### src/rtl/day006_timer_pkg.sv
// Shared types for the day006 timer: controller states and run modes.
package day006_timer_pkg;

    typedef enum logic [1:0] {
        IDLE  = 2'd0,
        RUN   = 2'd1,
        PAUSE = 2'd2,
        DONE  = 2'd3
    } state_t;

    typedef enum logic {
        ONE_SHOT = 1'b0,
        PERIODIC = 1'b1
    } mode_t;

endpackage

### src/rtl/day006_counter_core.sv
// Plain WIDTH-bit up counter with synchronous clear (clear wins over enable).
module day006_counter_core #(
    parameter int WIDTH = 4
) (
    input  logic             clk_i,
    input  logic             n_reset_i,
    input  logic             en_i,
    input  logic             clr_i,
    output logic [WIDTH-1:0] count_o
);

    logic [WIDTH-1:0] count_reg;

    // Count register: clear has priority, otherwise advance by one when enabled.
    always_ff @(posedge clk_i or negedge n_reset_i) begin
        if (!n_reset_i) begin
            count_reg <= '0;
        end else if (clr_i) begin
            count_reg <= '0;
        end else if (en_i) begin
            count_reg <= count_reg + 1'b1;
        end
    end

    assign count_o = count_reg;

endmodule

### src/rtl/day006_timer_ctrl.sv
// Timer controller: IDLE/RUN/PAUSE/DONE FSM around a counter core.
// The count runs 0..P and wraps, giving a registered tick every P+1 cycles;
// one-shot mode stops after the first tick and flags done for one cycle.
module day006_timer_ctrl
    import day006_timer_pkg::*;
#(
    parameter int WIDTH = 4
) (
    input  logic             clk_i,
    input  logic             n_reset_i,
    input  logic             start_i,
    input  logic             stop_i,
    input  logic             pause_i,
    input  logic             mode_i,
    input  logic [WIDTH-1:0] period_i,
    output logic [WIDTH-1:0] count_o,
    output logic             tick_o,
    output logic             busy_o,
    output logic             done_o
);

    state_t           state_reg;
    state_t           state_next;
    logic [WIDTH-1:0] period_reg;
    mode_t            mode_reg;
    logic             tick_reg;
    logic             tick_next;
    logic             load;
    logic             cnt_en;
    logic             cnt_clr;
    logic             terminal;
    logic [WIDTH-1:0] count;

    day006_counter_core #(
        .WIDTH (WIDTH)
    ) u_counter_core (
        .clk_i     (clk_i),
        .n_reset_i (n_reset_i),
        .en_i      (cnt_en),
        .clr_i     (cnt_clr),
        .count_o   (count)
    );

    // The count never exceeds the latched period, so equality is the terminal test.
    assign terminal = (count == period_reg);

    // Next-state and datapath control. Priority while active: stop, pause, terminal, count.
    // PAUSE with pause released behaves exactly like RUN for that edge, so a
    // pause of N cycles delays the sequence by exactly N cycles.
    always_comb begin
        state_next = state_reg;
        load       = 1'b0;
        cnt_en     = 1'b0;
        cnt_clr    = 1'b0;
        tick_next  = 1'b0;
        case (state_reg)
            IDLE, DONE: begin
                cnt_clr = 1'b1;
                if (start_i) begin
                    load       = 1'b1;
                    state_next = RUN;
                end else begin
                    state_next = IDLE;
                end
            end
            RUN, PAUSE: begin
                if (stop_i) begin
                    cnt_clr    = 1'b1;
                    state_next = IDLE;
                end else if (pause_i) begin
                    state_next = PAUSE;
                end else if (terminal) begin
                    cnt_clr    = 1'b1;
                    tick_next  = 1'b1;
                    state_next = (mode_reg == PERIODIC) ? RUN : DONE;
                end else begin
                    cnt_en     = 1'b1;
                    state_next = RUN;
                end
            end
            default: begin
                cnt_clr    = 1'b1;
                state_next = IDLE;
            end
        endcase
    end

    // State register.
    always_ff @(posedge clk_i or negedge n_reset_i) begin
        if (!n_reset_i) begin
            state_reg <= IDLE;
        end else begin
            state_reg <= state_next;
        end
    end

    // Period and mode are captured only when a start is accepted.
    always_ff @(posedge clk_i or negedge n_reset_i) begin
        if (!n_reset_i) begin
            period_reg <= '0;
            mode_reg   <= ONE_SHOT;
        end else if (load) begin
            period_reg <= period_i;
            mode_reg   <= mode_t'(mode_i);
        end
    end

    // Registered tick pulse, one cycle per terminal count.
    always_ff @(posedge clk_i or negedge n_reset_i) begin
        if (!n_reset_i) begin
            tick_reg <= 1'b0;
        end else begin
            tick_reg <= tick_next;
        end
    end

    assign count_o = count;
    assign tick_o  = tick_reg;
    assign busy_o  = (state_reg == RUN) || (state_reg == PAUSE);
    assign done_o  = (state_reg == DONE);

endmodule

### config.mk
export PLATFORM = sky130hd
export DESIGN_NAME = day006_timer_ctrl
export DESIGN_NICKNAME = d
export VERILOG_FILES = /design/src/rtl/day006_timer_pkg.sv /design/src/rtl/day006_counter_core.sv /design/src/rtl/day006_timer_ctrl.sv
export SDC_FILE = /design/constraint.sdc
export NUM_CORES = 1
export LEC_CHECK = 0
export CORE_AREA = 8 8 45 47
export CTS_CLUSTER_SIZE = 40
export DETAILED_ROUTE_END_ITERATION = 12
export DIE_AREA = 0 0 53 55
export DONT_BUFFER_PORTS = 1
export GPL_ROUTABILITY_DRIVEN = 0
export SLEW_MARGIN = 20
export SYNTH_ARGS = -nofsm -noshare
export SYNTH_HDL_FRONTEND = slang
export SYNTH_SLANG_ARGS = --single-unit
### constraint.sdc
create_clock -name clk_i -period 2.1 [get_ports clk_i]
set_clock_uncertainty 0.15 [all_clocks]
set_input_delay 0.105 -clock clk_i [delete_from_list [all_inputs] [get_ports clk_i]]
set_output_delay 0.105 -clock clk_i [all_outputs]
set_load 0.01 [all_outputs]
# Word level (Yosys, flattened, before mapping)
# Cells that the tools add are included.
[word_totals]
ff_bits = 12
inputBits = 10
output_inout_bits = 7
elab_cells = 35
[classes]
add_sub_neg = 1
n_eq_ne = 4
muxes = 20
n_reduce_logical = 5
[op_table]
columns = ["operator", "count"]
rows = [
  ["$mux 1", 12],
  ["$mux 2", 4],
  ["$mux 4", 2],
  ["$add 4x1->4 const B", 1],
  ["$eq 2x2->1 const B", 2],
  ["$eq 4x4->1", 1],
  ["$pmux 2 s2", 1],
  ["$reduce_or 2->1", 2],
  ["$eq 2x1->1 const B", 1],
  ["$logic_not 2->1", 1],
  ["$pmux 1 s2", 1],
  ["$reduce_bool 2->1", 1],
  ["$logic_or 1x1->1", 1],
]

# Longest topological paths before layout
# Gate-level depths: netlist (run 1).
[logic_depth]
depth_word = 7
depth_mapped = 4
ltp_nobuf = 4

# Modules after synthesis
# A second synthesis (run 1) with hierarchy kept.
[hier_totals]
hier_cells = 45
area_unflattened_um2 = 598.1
[by_module_without_submodules]
columns = ["module", "n_inst", "cells_each", "area_each_um2", "seq_area_each_um2"]
rows = [
  ["day006_timer_ctrl", 1, 29, 405.4, 200.2],
  ["day006_counter_core", 1, 16, 192.7, 100.1],
]

# Worst setup path after synthesis (run 1)
# No wires, ideal clock.
[synth_timing]
path_kind = "register to register"
start = "register state_reg[0]"
end = "register mode_reg"
setup_time_ns = 0.125
arrival_time_ns = 1.296
required_time_ns = 1.825
setup_slack_ns = 0.529
path_stages_with_launch = 5
path_buffers = 1
synth_period_minus_slack_ns = 1.571
cell_sequence = "dfrtp_1 > ha_1 > nor2b_1 > buf_2 > mux2_2"
[synth_between]
elab_chain_cells = 3
word_cells_on_any_way = 4
classes_between = "1 x eq/ne; 1 x mux; 2 x reduce/logical"
[synth_lines]
columns = ["item", "line_no", "rtl"]
rows = [
  ["start: declaration", "day006_timer_ctrl.sv:22", "state_t state_reg;"],
  ["start signal: assignment", "day006_timer_ctrl.sv:93", "state_reg <= state_next;"],
  ["$eq 2x2->1 or $logic_not 2->1 (tied branches)", "day006_timer_ctrl.sv:56", "case (state_reg)"],
  ["$reduce_or 2->1 *", "day006_timer_ctrl.sv:56", ""],
  ["$mux 1 *", "day006_timer_ctrl.sv:56", ""],
  ["end signal: assignment", "day006_timer_ctrl.sv:104", "mode_reg <= mode_t'(mode_i);"],
  ["end: declaration", "day006_timer_ctrl.sv:25", "mode_t mode_reg;"],
]
# Every way passes the cells marked *; elsewhere a longest branch is shown, timed or not.
# A chain may end at the register's enable or synchronous reset.

# Worst setup path in the final report (run 1)
[layout_timing]
start = "register state_reg[0]"
end = "register tick_reg (netlist: tick_o)"
[layout_between]
elab_chain_cells = 3
word_cells_on_any_way = 4
classes_between = "2 x eq/ne; 1 x mux; 1 x reduce/logical"
[layout_lines]
columns = ["item", "line_no", "rtl"]
rows = [
  ["$eq 2x1->1 or $eq 2x2->1 (tied branches)", "day006_timer_ctrl.sv:56", ""],
  ["$reduce_or 2->1 *", "day006_timer_ctrl.sv:56", ""],
  ["$mux 1 *", "day006_timer_ctrl.sv:56", ""],
  ["net tick_next", "day006_timer_ctrl.sv:27", "logic tick_next;"],
  ["end signal: assignment", "day006_timer_ctrl.sv:113", "tick_reg <= tick_next;"],
  ["end: declaration", "day006_timer_ctrl.sv:26", "logic tick_reg;"],
]
# The timed path passes the listed nets; every way through them passes the cells marked *.

==> impl_metrics.env, run 1 <==
export IMPL_final_hold_viol_count=0
export IMPL_maxClockFrequency_mhz=539
export IMPL_cts_tree="done"
export IMPL_layout_area_overhead_vs_synth_pct=21.1
export IMPL_cp_required_ps=2160
export IMPL_synth_flop_cell="dfrtp_1"
export IMPL_cts_sink_count=12
export IMPL_detailedPlacementHpwl_um=844
export IMPL_combinational_family_with_the_most_area_after_synthesis="simple AND/OR/NAND/NOR gates"
export IMPL_pin_count=17
export IMPL_number_of_global_route_vias_before_repair=418
export IMPL_finalMaxSlewViolations=0
export IMPL_buffer_ports_inserted=0
export IMPL_detailroute_via_count=417
export IMPL_grt_setup_unrepaired="no"
export IMPL_syn_num_nets=62
export IMPL_chipWidth_um=53
export IMPL_layout_nets=74
export IMPL_cp_start_kind="register"
export IMPL_stdcell_area_um2=711
export IMPL_muxShareOfSynthArea=0.113
export IMPL_initial_utilization=0.424
export IMPL_p_switching_uw=251
export IMPL_portion_of_the_post_synthesis_area_used_by_sequential_elements=0.512
export IMPL_synth_compound_area_frac=0.100
export IMPL_total_drc_errors_in_the_routed_layout=0
export IMPL_maximum_level_of_the_cts_h_tree=1
export IMPL_critPathArrivalTime_ps=1920
export IMPL_setup_viol_count_final=0
export IMPL_post_synth_and_or_nand_nor_area_fraction=0.151
export IMPL_layout_filler_cells=123
export IMPL_die_area_um2=2920
export IMPL_ff2ff_path_depth=4
export IMPL_totalPowerFinal_uw=753
export IMPL_detail_route_antenna_nets=0
export IMPL_distinct_cell_type_count_after_synthesis=25
export IMPL_cpPeakStageDelay_ps=560
export IMPL_drt_pass1_iter_count=2
export IMPL_share_of_the_synthesized_netlist_area_taken_by_xor_and_xnor_gates=0.0597
export IMPL_worst_setup_path_end_kind="register"
export IMPL_post_cts_hold_buffer_count=9
export IMPL_yosys_area_share_adder=0.0426
export IMPL_rows=14
export IMPL_globalRouteTotalUtil=0.0915
export IMPL_min_delay_path_depth=3
export IMPL_ys_top_cells_by_area="dfrtp_1, xnor2_1, mux2_2"
export IMPL_holdCritPathClass="input port to register"
export IMPL_ys_warn_count=0
export IMPL_intPower_uw=502
export IMPL_power_switching_fraction=0.333
export IMPL_cts_made_buffers=3
export IMPL_synth_top_cell_area_share=0.512
export IMPL_edff_count_synth=0
export IMPL_antenna_found_initial=0
export IMPL_post_cts_resized=0
export IMPL_seqPwrFrac=0.470
export IMPL_power_frac_clock=0.186
export IMPL_insertedDiodeCount=0
export IMPL_drt_vias_per_instance=5.49
export IMPL_wire_per_inst_um=15.0
export IMPL_layout_drive_gt1_share=0.133
export IMPL_cells_after_synthesis=50
export IMPL_pin_count_of_the_biggest_net_entering_global_routing=13
export IMPL_floorplan_die_height_um=55
export IMPL_cts_root_buf="clkbuf_4"
export IMPL_slew_limit_headroom=0.652
export IMPL_run_status="completed"
export IMPL_maxCapViolations=0
export IMPL_post_dp_cell_area_um2=598
export IMPL_fin_hold_ws_ps=59.9
export IMPL_cts_repair_timing_setup_buffer_count=0
export IMPL_irDropWorstVdd_v=0.000609
export IMPL_route_final_wire_length_um=1140
export IMPL_synth_largest_area_cell="dfrtp_1"
export IMPL_setup_tns_ps=0
export IMPL_comb_power_share=0.344
export IMPL_first_pass_grt_wire_length_um=1950
export IMPL_core_region_area_um2=1380
export IMPL_synth_async_sr_flop_share=1.00
export IMPL_clock_tree_buffer_depth=2
export IMPL_clkLatencyLatePin_ps=270
export IMPL_timing_final_crit_share=0.884
export IMPL_dr_first_iter_drc_count=1
export IMPL_criticalPathCategory="register to register"
export IMPL_timing_critical_path_cells="ha_1 -> nand2b_1 -> nor3_1 -> dlygate4sd3_1"
export IMPL_power_leakage_nw=0.305
export IMPL_post_route_min_period_ps=1860
export IMPL_overflow=0
export IMPL_clk_pin_slew_worst_paths_ps=70
export IMPL_tightestPinTransition_ps=520
export IMPL_avg_cell_area_syn_um2=11.7
export IMPL_postSynthRegisterBits=12
export IMPL_worstPathMaxFanout=5
export IMPL_powerDensity_nw_per_um2=1060
export IMPL_crit_slowest_cell="dlygate4sd3_1"
export IMPL_mappedNetlistArea_um2=587
-- worst max-delay path, delay by kind of cell (launching register included) --
family	cells	cell delay [ps]
buffers and inverters	1	560
DFF	1	370
adders and majority gates	1	370
and+or+nand+nor	2	340
-- cells in the mapped netlist (2+ instances only) --
master / n
nand2b_1: 3
nor2b_1: 2
nand3_1: 2
dfrtp_1: 12
xnor2_1: 4
nand2_1: 3
mux2_2: 3
mux2_1: 2
o22ai_1: 2
ha_1: 2
-- power by group through the flow --
stage	Clock (mW)	Combinational, mW	Sequential, mW
2_1_floorplan	0	0.220	0.346
3_3_place_gp	0	0.241	0.359
3_5_place_dp	0	0.243	0.361
4_1_cts	0.142	0.262	0.356
5_1_grt	0.151	0.284	0.363
6_report	0.140	0.259	0.354
-- per-stage QoR --
step	worst slack, ps	instances	utilization
4_1_cts	256	76	0.514
2_1_floorplan	529	50	-
5_1_grt	127	76	0.514
3_3_place_gp	308	64	0.432
6_report	244	76	0.514
3_5_place_dp	285	64	0.432
-- layer usage --
| layer | GRT usage | part of all wire | up-vias |
|---|---|---|---|
| met2 | 0.133 | 0.44 | 14 |
| li1 | - | - | 200 |
| met3 | 0.0294 | 0.087 | 5 |
| met1 | 0.112 | 0.44 | 198 |
| met4 | 0.0647 | 0.030 | 0 |
| met5 | 0 | 0 | - |
-- logic make-up after synthesis --
logic type | Yosys count
DFF | 12
and+or+nand+nor | 15
adders and majority gates | 2
buffers and inverters | 3
muxes | 6
xor gates and xnor gates | 4
AOI/OAI and AO/OA | 8
-- layout make-up --
type	instances	area (um^2)	share of cell area
timing repair buffer	9	90.1	0.127
tap	16	20.0	0.0282
inverter	1	3.75	0.00528
clock buffer	3	22.5	0.0317
sequential	12	300	0.423
multi-input combinational	35	274	0.386
-- path summary, 6_finish.rpt --
check,from,end,slack [ps]
setup / recovery,state_reg[0]$_DFF_PN0_,tick_o$_DFF_PN0_,240
hold / removal,pause_i,u_counter_core.count_o[3]$_DFFE_PN0P_,60
setup reg to reg,state_reg[0]$_DFF_PN0_,tick_o$_DFF_PN0_,240
hold reg to reg,mode_reg$_DFFE_PN0P_,state_reg[1]$_DFF_PN0_,310
max in group asynchronous,n_reset_i,period_reg[3]$_DFFE_PN0P_,1360
min in group asynchronous,n_reset_i,tick_o$_DFF_PN0_,90
-- cells in the final DEF, fill, tap and decap left out, types with 2 or more instances in the layout --
| cell type | instances |
|---|---|
| nand2_1 | 3 |
| ha_1 | 2 |
| nor2b_1 | 2 |
| dfrtp_1 | 12 |
| dlygate4sd3_1 | 9 |
| clkbuf_4 | 3 |
| nand3_1 | 2 |
| xnor2_1 | 4 |
| mux2_1 | 2 |
| o22ai_1 | 2 |
| nand2b_1 | 3 |
| mux2_2 | 3 |
No activity file was read; power rests on OpenSTA's default activity.
==> inputs of run 2 (changes only) <==
- CORE_AREA: 8 8 45 47 -> unset
- CORE_MARGIN: unset -> 8
- CORE_UTILIZATION: unset -> 25
- DIE_AREA: 0 0 53 55 -> unset
- REMOVE_ABC_BUFFERS: unset -> 1
==> impl_metrics.env, run 2 (synthesis gave the netlist of run 1 again) <==
export IMPL_run_status="completed"
export IMPL_chipWidth_um=64.5
export IMPL_slew_limit_headroom=0.641
export IMPL_setup_tns_ps=0
export IMPL_floorplan_die_height_um=64.5
export IMPL_maxClockFrequency_mhz=543
export IMPL_cp_start_kind="register"
export IMPL_total_drc_errors_in_the_routed_layout=0
export IMPL_ff_latch_area_um2=300
export IMPL_layout_filler_cells=235
export IMPL_holdCritPathClass="input port to register"
export IMPL_route_final_wire_length_um=1170
export IMPL_layout_nets=74
export IMPL_layout_drive_gt1_share=0.148
export IMPL_pin_count=17
export IMPL_rows=17
export IMPL_r2r_slack_ps=260
export IMPL_pin_count_of_the_biggest_net_entering_global_routing=13
export IMPL_core_region_area_um2=2210
export IMPL_layout_cells_non_filler=89
export IMPL_die_area_um2=4150
export IMPL_cts_made_buffers=3
export IMPL_timing_final_crit_share=0.877
export IMPL_clock_tree_buffer_depth=2
export IMPL_insertedDiodeCount=0
export IMPL_cts_sink_count=12
export IMPL_maximum_level_of_the_cts_h_tree=1
export IMPL_drt_vias_per_instance=4.61
export IMPL_wire_per_inst_um=13.1
export IMPL_globalRouteTotalUtil=0.0599
export IMPL_worstPathMaxFanout=5
export IMPL_grt_setup_unrepaired="no"
export IMPL_setup_viol_count_final=0
export IMPL_layout_area_overhead_vs_synth_pct=26.0
export IMPL_post_cts_resized=0
export IMPL_first_pass_grt_wire_length_um=1980
export IMPL_clk_pin_slew_worst_paths_ps=80
export IMPL_totalPowerFinal_uw=795
export IMPL_buffer_ports_inserted=0
export IMPL_initial_utilization=0.265
export IMPL_maxCapViolations=0
export IMPL_final_common_cell="dfrtp_1"
export IMPL_number_of_global_route_vias_before_repair=434
export IMPL_cts_tree="done"
export IMPL_antenna_found_initial=0
export IMPL_overflow=0
export IMPL_drt_pass1_iter_count=4
export IMPL_layout_cells_most_common_list="dfrtp_1, dlygate4sd3_1, xnor2_1"
export IMPL_powerDensity_nw_per_um2=1070
export IMPL_post_route_min_period_ps=1840
export IMPL_dr_first_iter_drc_count=13
export IMPL_final_hold_viol_count=0
export IMPL_detailedPlacementHpwl_um=942
export IMPL_detail_route_antenna_nets=0
export IMPL_finalMaxSlewViolations=0
export IMPL_criticalPathCategory="register to register"
export IMPL_cts_root_buf="clkbuf_4"
export IMPL_power_leakage_nw=0.312
export IMPL_critPathArrivalTime_ps=1900
export IMPL_tightestPinTransition_ps=536
export IMPL_cp_required_ps=2160
export IMPL_post_place_cells=76
export IMPL_irDropWorstVdd_v=0.000454
export IMPL_worst_setup_path_end_kind="register"
export IMPL_clkLatencyLatePin_ps=270
export IMPL_multiInputGateArea_um2=274
export IMPL_detailroute_via_count=410
## run 2: changes by cell type in the layout (fill, tap and decap cells not counted)
cell | previous run | this run
clkbuf_8 | 0 | 1
## run 2: final cells by class
class	count	share of cell area
well taps	28	0.0474
repair buffers	9	0.122
flip-flops and latches	12	0.406
inverters	1	0.00508
clock buffers	4	0.0491
multi-input cells	35	0.371
## run 2: power by group
group / internal (mW) / total, mW / switching (mW) / leakage, nW
logic: 0.134 / 0.261 / 0.127 / 0.138
clock network: 0.105 / 0.179 / 0.0741 / 0.0210
registers: 0.302 / 0.354 / 0.0523 / 0.154
## run 2: stage by stage
stage | worst slack [ps] | cell area, um^2 | util | hold WS (ps)
final | 258 | 739 | 0.334 | 61.7
after global routing | 192 | 739 | 0.334 | 66.8
after CTS | 245 | 739 | 0.334 | 61.5
after detailed placement | 287 | 613 | 0.277 | -340
after global placement | 323 | 613 | 0.277 | -340
after floorplan | 416 | 578 | - | -341
## run 2: critical path: stages, from the launching register on
cell and delay, ps:
dfrtp_1 370, ha_1 370, nand2b_1 150, nor3_1 190, dlygate4sd3_1 560
## run 2: worst paths after layout
kind,startpoint,depth (start not counted),endpoint
hold reg to reg,mode_reg$_DFFE_PN0P_,1,state_reg[1]$_DFF_PN0_
hold / removal,pause_i,3,u_counter_core.count_o[3]$_DFFE_PN0P_
max in group asynchronous,n_reset_i,1,u_counter_core.count_o[2]$_DFFE_PN0P_
setup reg to reg,state_reg[0]$_DFF_PN0_,4,tick_o$_DFF_PN0_
min in group asynchronous,n_reset_i,1,period_reg[0]$_DFFE_PN0P_
setup / recovery,state_reg[0]$_DFF_PN0_,4,tick_o$_DFF_PN0_
## run 2: repair_timing
action                    4_1_cts  5_1_grt
hold endpoints to repair       24        0
hold buffers                    9        0
setup buffers                   0        0
## run 2: layer usage
| layer | vias to the layer above | part of all wire | track usage |
|---|---|---|---|
| met3 | 2 | 0.044 | 0.0223 |
| li1 | 205 | - | - |
| met1 | 191 | 0.46 | 0.0709 |
| met5 | - | 0 | 0 |
| met2 | 12 | 0.48 | 0.0957 |
| met4 | 0 | 0.0077 | 0.0245 |
==> inputs of run 3 (changes only) <==
- BUFFER_PORTS_ARGS: unset -> -buffer_cell sky130_fd_sc_hd__clkbuf_2
- DONT_BUFFER_PORTS: 1 -> unset
==> impl_metrics.env, run 3 (synthesis gave the netlist of run 1 again) <==
export IMPL_run_status="completed"
export IMPL_worstPathMaxFanout=6
export IMPL_post_place_cells=92
export IMPL_final_common_cell="clkbuf_2"
export IMPL_cts_repair_timing_setup_buffer_count=0
export IMPL_overflow=0
export IMPL_insertedDiodeCount=0
export IMPL_irDropWorstVdd_v=0.000711
export IMPL_die_area_um2=4150
export IMPL_cts_sink_count=12
export IMPL_floorplan_die_height_um=64.5
export IMPL_timing_final_crit_share=0.837
export IMPL_initial_utilization=0.265
export IMPL_number_of_global_route_vias_before_repair=513
export IMPL_cts_root_buf="clkbuf_4"
export IMPL_layout_nets=88
export IMPL_setup_tns_ps=0
export IMPL_power_leakage_nw=0.371
export IMPL_rows=17
export IMPL_detailroute_via_count=459
export IMPL_maximum_level_of_the_cts_h_tree=1
export IMPL_setup_viol_count_final=0
export IMPL_pin_count_of_the_biggest_net_entering_global_routing=13
export IMPL_finalMaxSlewViolations=0
export IMPL_layout_drive_gt1_share=0.333
export IMPL_tightestPinTransition_ps=479
export IMPL_route_final_wire_length_um=1250
export IMPL_layout_cells_non_filler=103
export IMPL_critPathArrivalTime_ps=1770
export IMPL_setup_slack_ps=342
export IMPL_layout_area_overhead_vs_synth_pct=36.2
export IMPL_holdCritPathClass="input port to register"
export IMPL_cts_made_buffers=3
export IMPL_wire_per_inst_um=12.2
export IMPL_totalPowerFinal_uw=824
export IMPL_clkLatencyLatePin_ps=280
export IMPL_pin_count=17
export IMPL_chipWidth_um=64.5
export IMPL_dr_first_iter_drc_count=6
export IMPL_detail_route_antenna_nets=0
export IMPL_total_drc_errors_in_the_routed_layout=0
export IMPL_buffer_ports_inserted=16
export IMPL_criticalPathCategory="register to register"
export IMPL_core_region_area_um2=2210
export IMPL_powerDensity_nw_per_um2=1030
export IMPL_post_route_min_period_ps=1760
export IMPL_clk_pin_slew_worst_paths_ps=80
export IMPL_cp_required_ps=2110
export IMPL_globalRouteTotalUtil=0.0658
export IMPL_cts_tree="done"
export IMPL_crit_slowest_cell="nor2b_1"
export IMPL_layout_cells_most_common_list="clkbuf_2, dfrtp_1, dlygate4sd3_1"
export IMPL_clock_tree_buffer_depth=2
export IMPL_grt_setup_unrepaired="no"
export IMPL_drt_vias_per_instance=4.46
export IMPL_cpPeakStageDelay_ps=410
export IMPL_maxClockFrequency_mhz=569
export IMPL_drt_pass1_iter_count=4
export IMPL_worst_setup_path_end_kind="register"
export IMPL_final_hold_viol_count=0
export IMPL_post_cts_resized=0
export IMPL_timing_critical_path_cells="ha_1 -> nor2b_1 -> mux2_2"
export IMPL_slew_limit_headroom=0.680
export IMPL_antenna_found_initial=0
export IMPL_cp_start_kind="register"
export IMPL_maxCapViolations=0
export IMPL_place_worst_setup_slack_ps=335
export IMPL_first_pass_grt_wire_length_um=2240
[run 3: layer usage]
layer | global-route usage | wire (um) | up-vias
met5 | 0 | 0 | -
li1 | - | - | 228
met1 | 0.0727 | 552 | 215
met4 | 0.0327 | 23 | 0
met3 | 0.0241 | 71 | 4
met2 | 0.109 | 606 | 12
[run 3: path summary, 6_finish.rpt]
path | start | to | slack, ps | depth (start not counted)
worst max-delay path | state_reg[0]$_DFF_PN0_ | period_reg[3]$_DFFE_PN0P_ | 340 | 3
worst min-delay path | stop_i | state_reg[1]$_DFF_PN0_ | 20 | 4
worst max register to register | state_reg[0]$_DFF_PN0_ | period_reg[3]$_DFFE_PN0P_ | 340 | 3
worst min register to register | mode_reg$_DFFE_PN0P_ | state_reg[1]$_DFF_PN0_ | 320 | 1
max in group asynchronous | n_reset_i | u_counter_core.count_o[1]$_DFFE_PN0P_ | 1490 | 2
min in group asynchronous | n_reset_i | period_reg[1]$_DFFE_PN0P_ | 90 | 2
[run 3: power breakdown]
group	switching, mW	internal (mW)	leakage (nW)
Sequential	0.0460	0.302	0.154
Clock	0.0817	0.105	0.0210
Combinational	0.138	0.150	0.196
Total	0.266	0.558	0.371
[run 3: repair_timing]
item                       in CTS  in global routing
hold buffers                    7                  0
hold endpoints to repair       19                  0
setup endpoints to repair       0                  0
[run 3: layout make-up]
| class | count | area [um^2] |
|---|---|---|
| multi-input combinational | 35 | 274 |
| tap | 28 | 35.0 |
| clock buffer | 4 | 36.3 |
| timing repair buffer | 23 | 150 |
| inverter | 1 | 3.75 |
| sequential | 12 | 300 |
| fill | 234 | 1410 |
[run 3: worst max-delay path, delay by kind of cell, from the launching register on]
kind | cells | cell delay (ps)
fa+ha+maj | 1 | 330
simple gates | 1 | 410
mux | 1 | 390
flops | 1 | 370
[run 3: per-stage QoR]
step	instance area (um^2)	utilization	hold slack, ps
after floorplan	578	-	-341
after global placement	693	0.313	-145
after detailed placement	693	0.313	-143
after CTS	800	0.361	24.1
after global routing	800	0.361	57.2
final	800	0.361	21.6
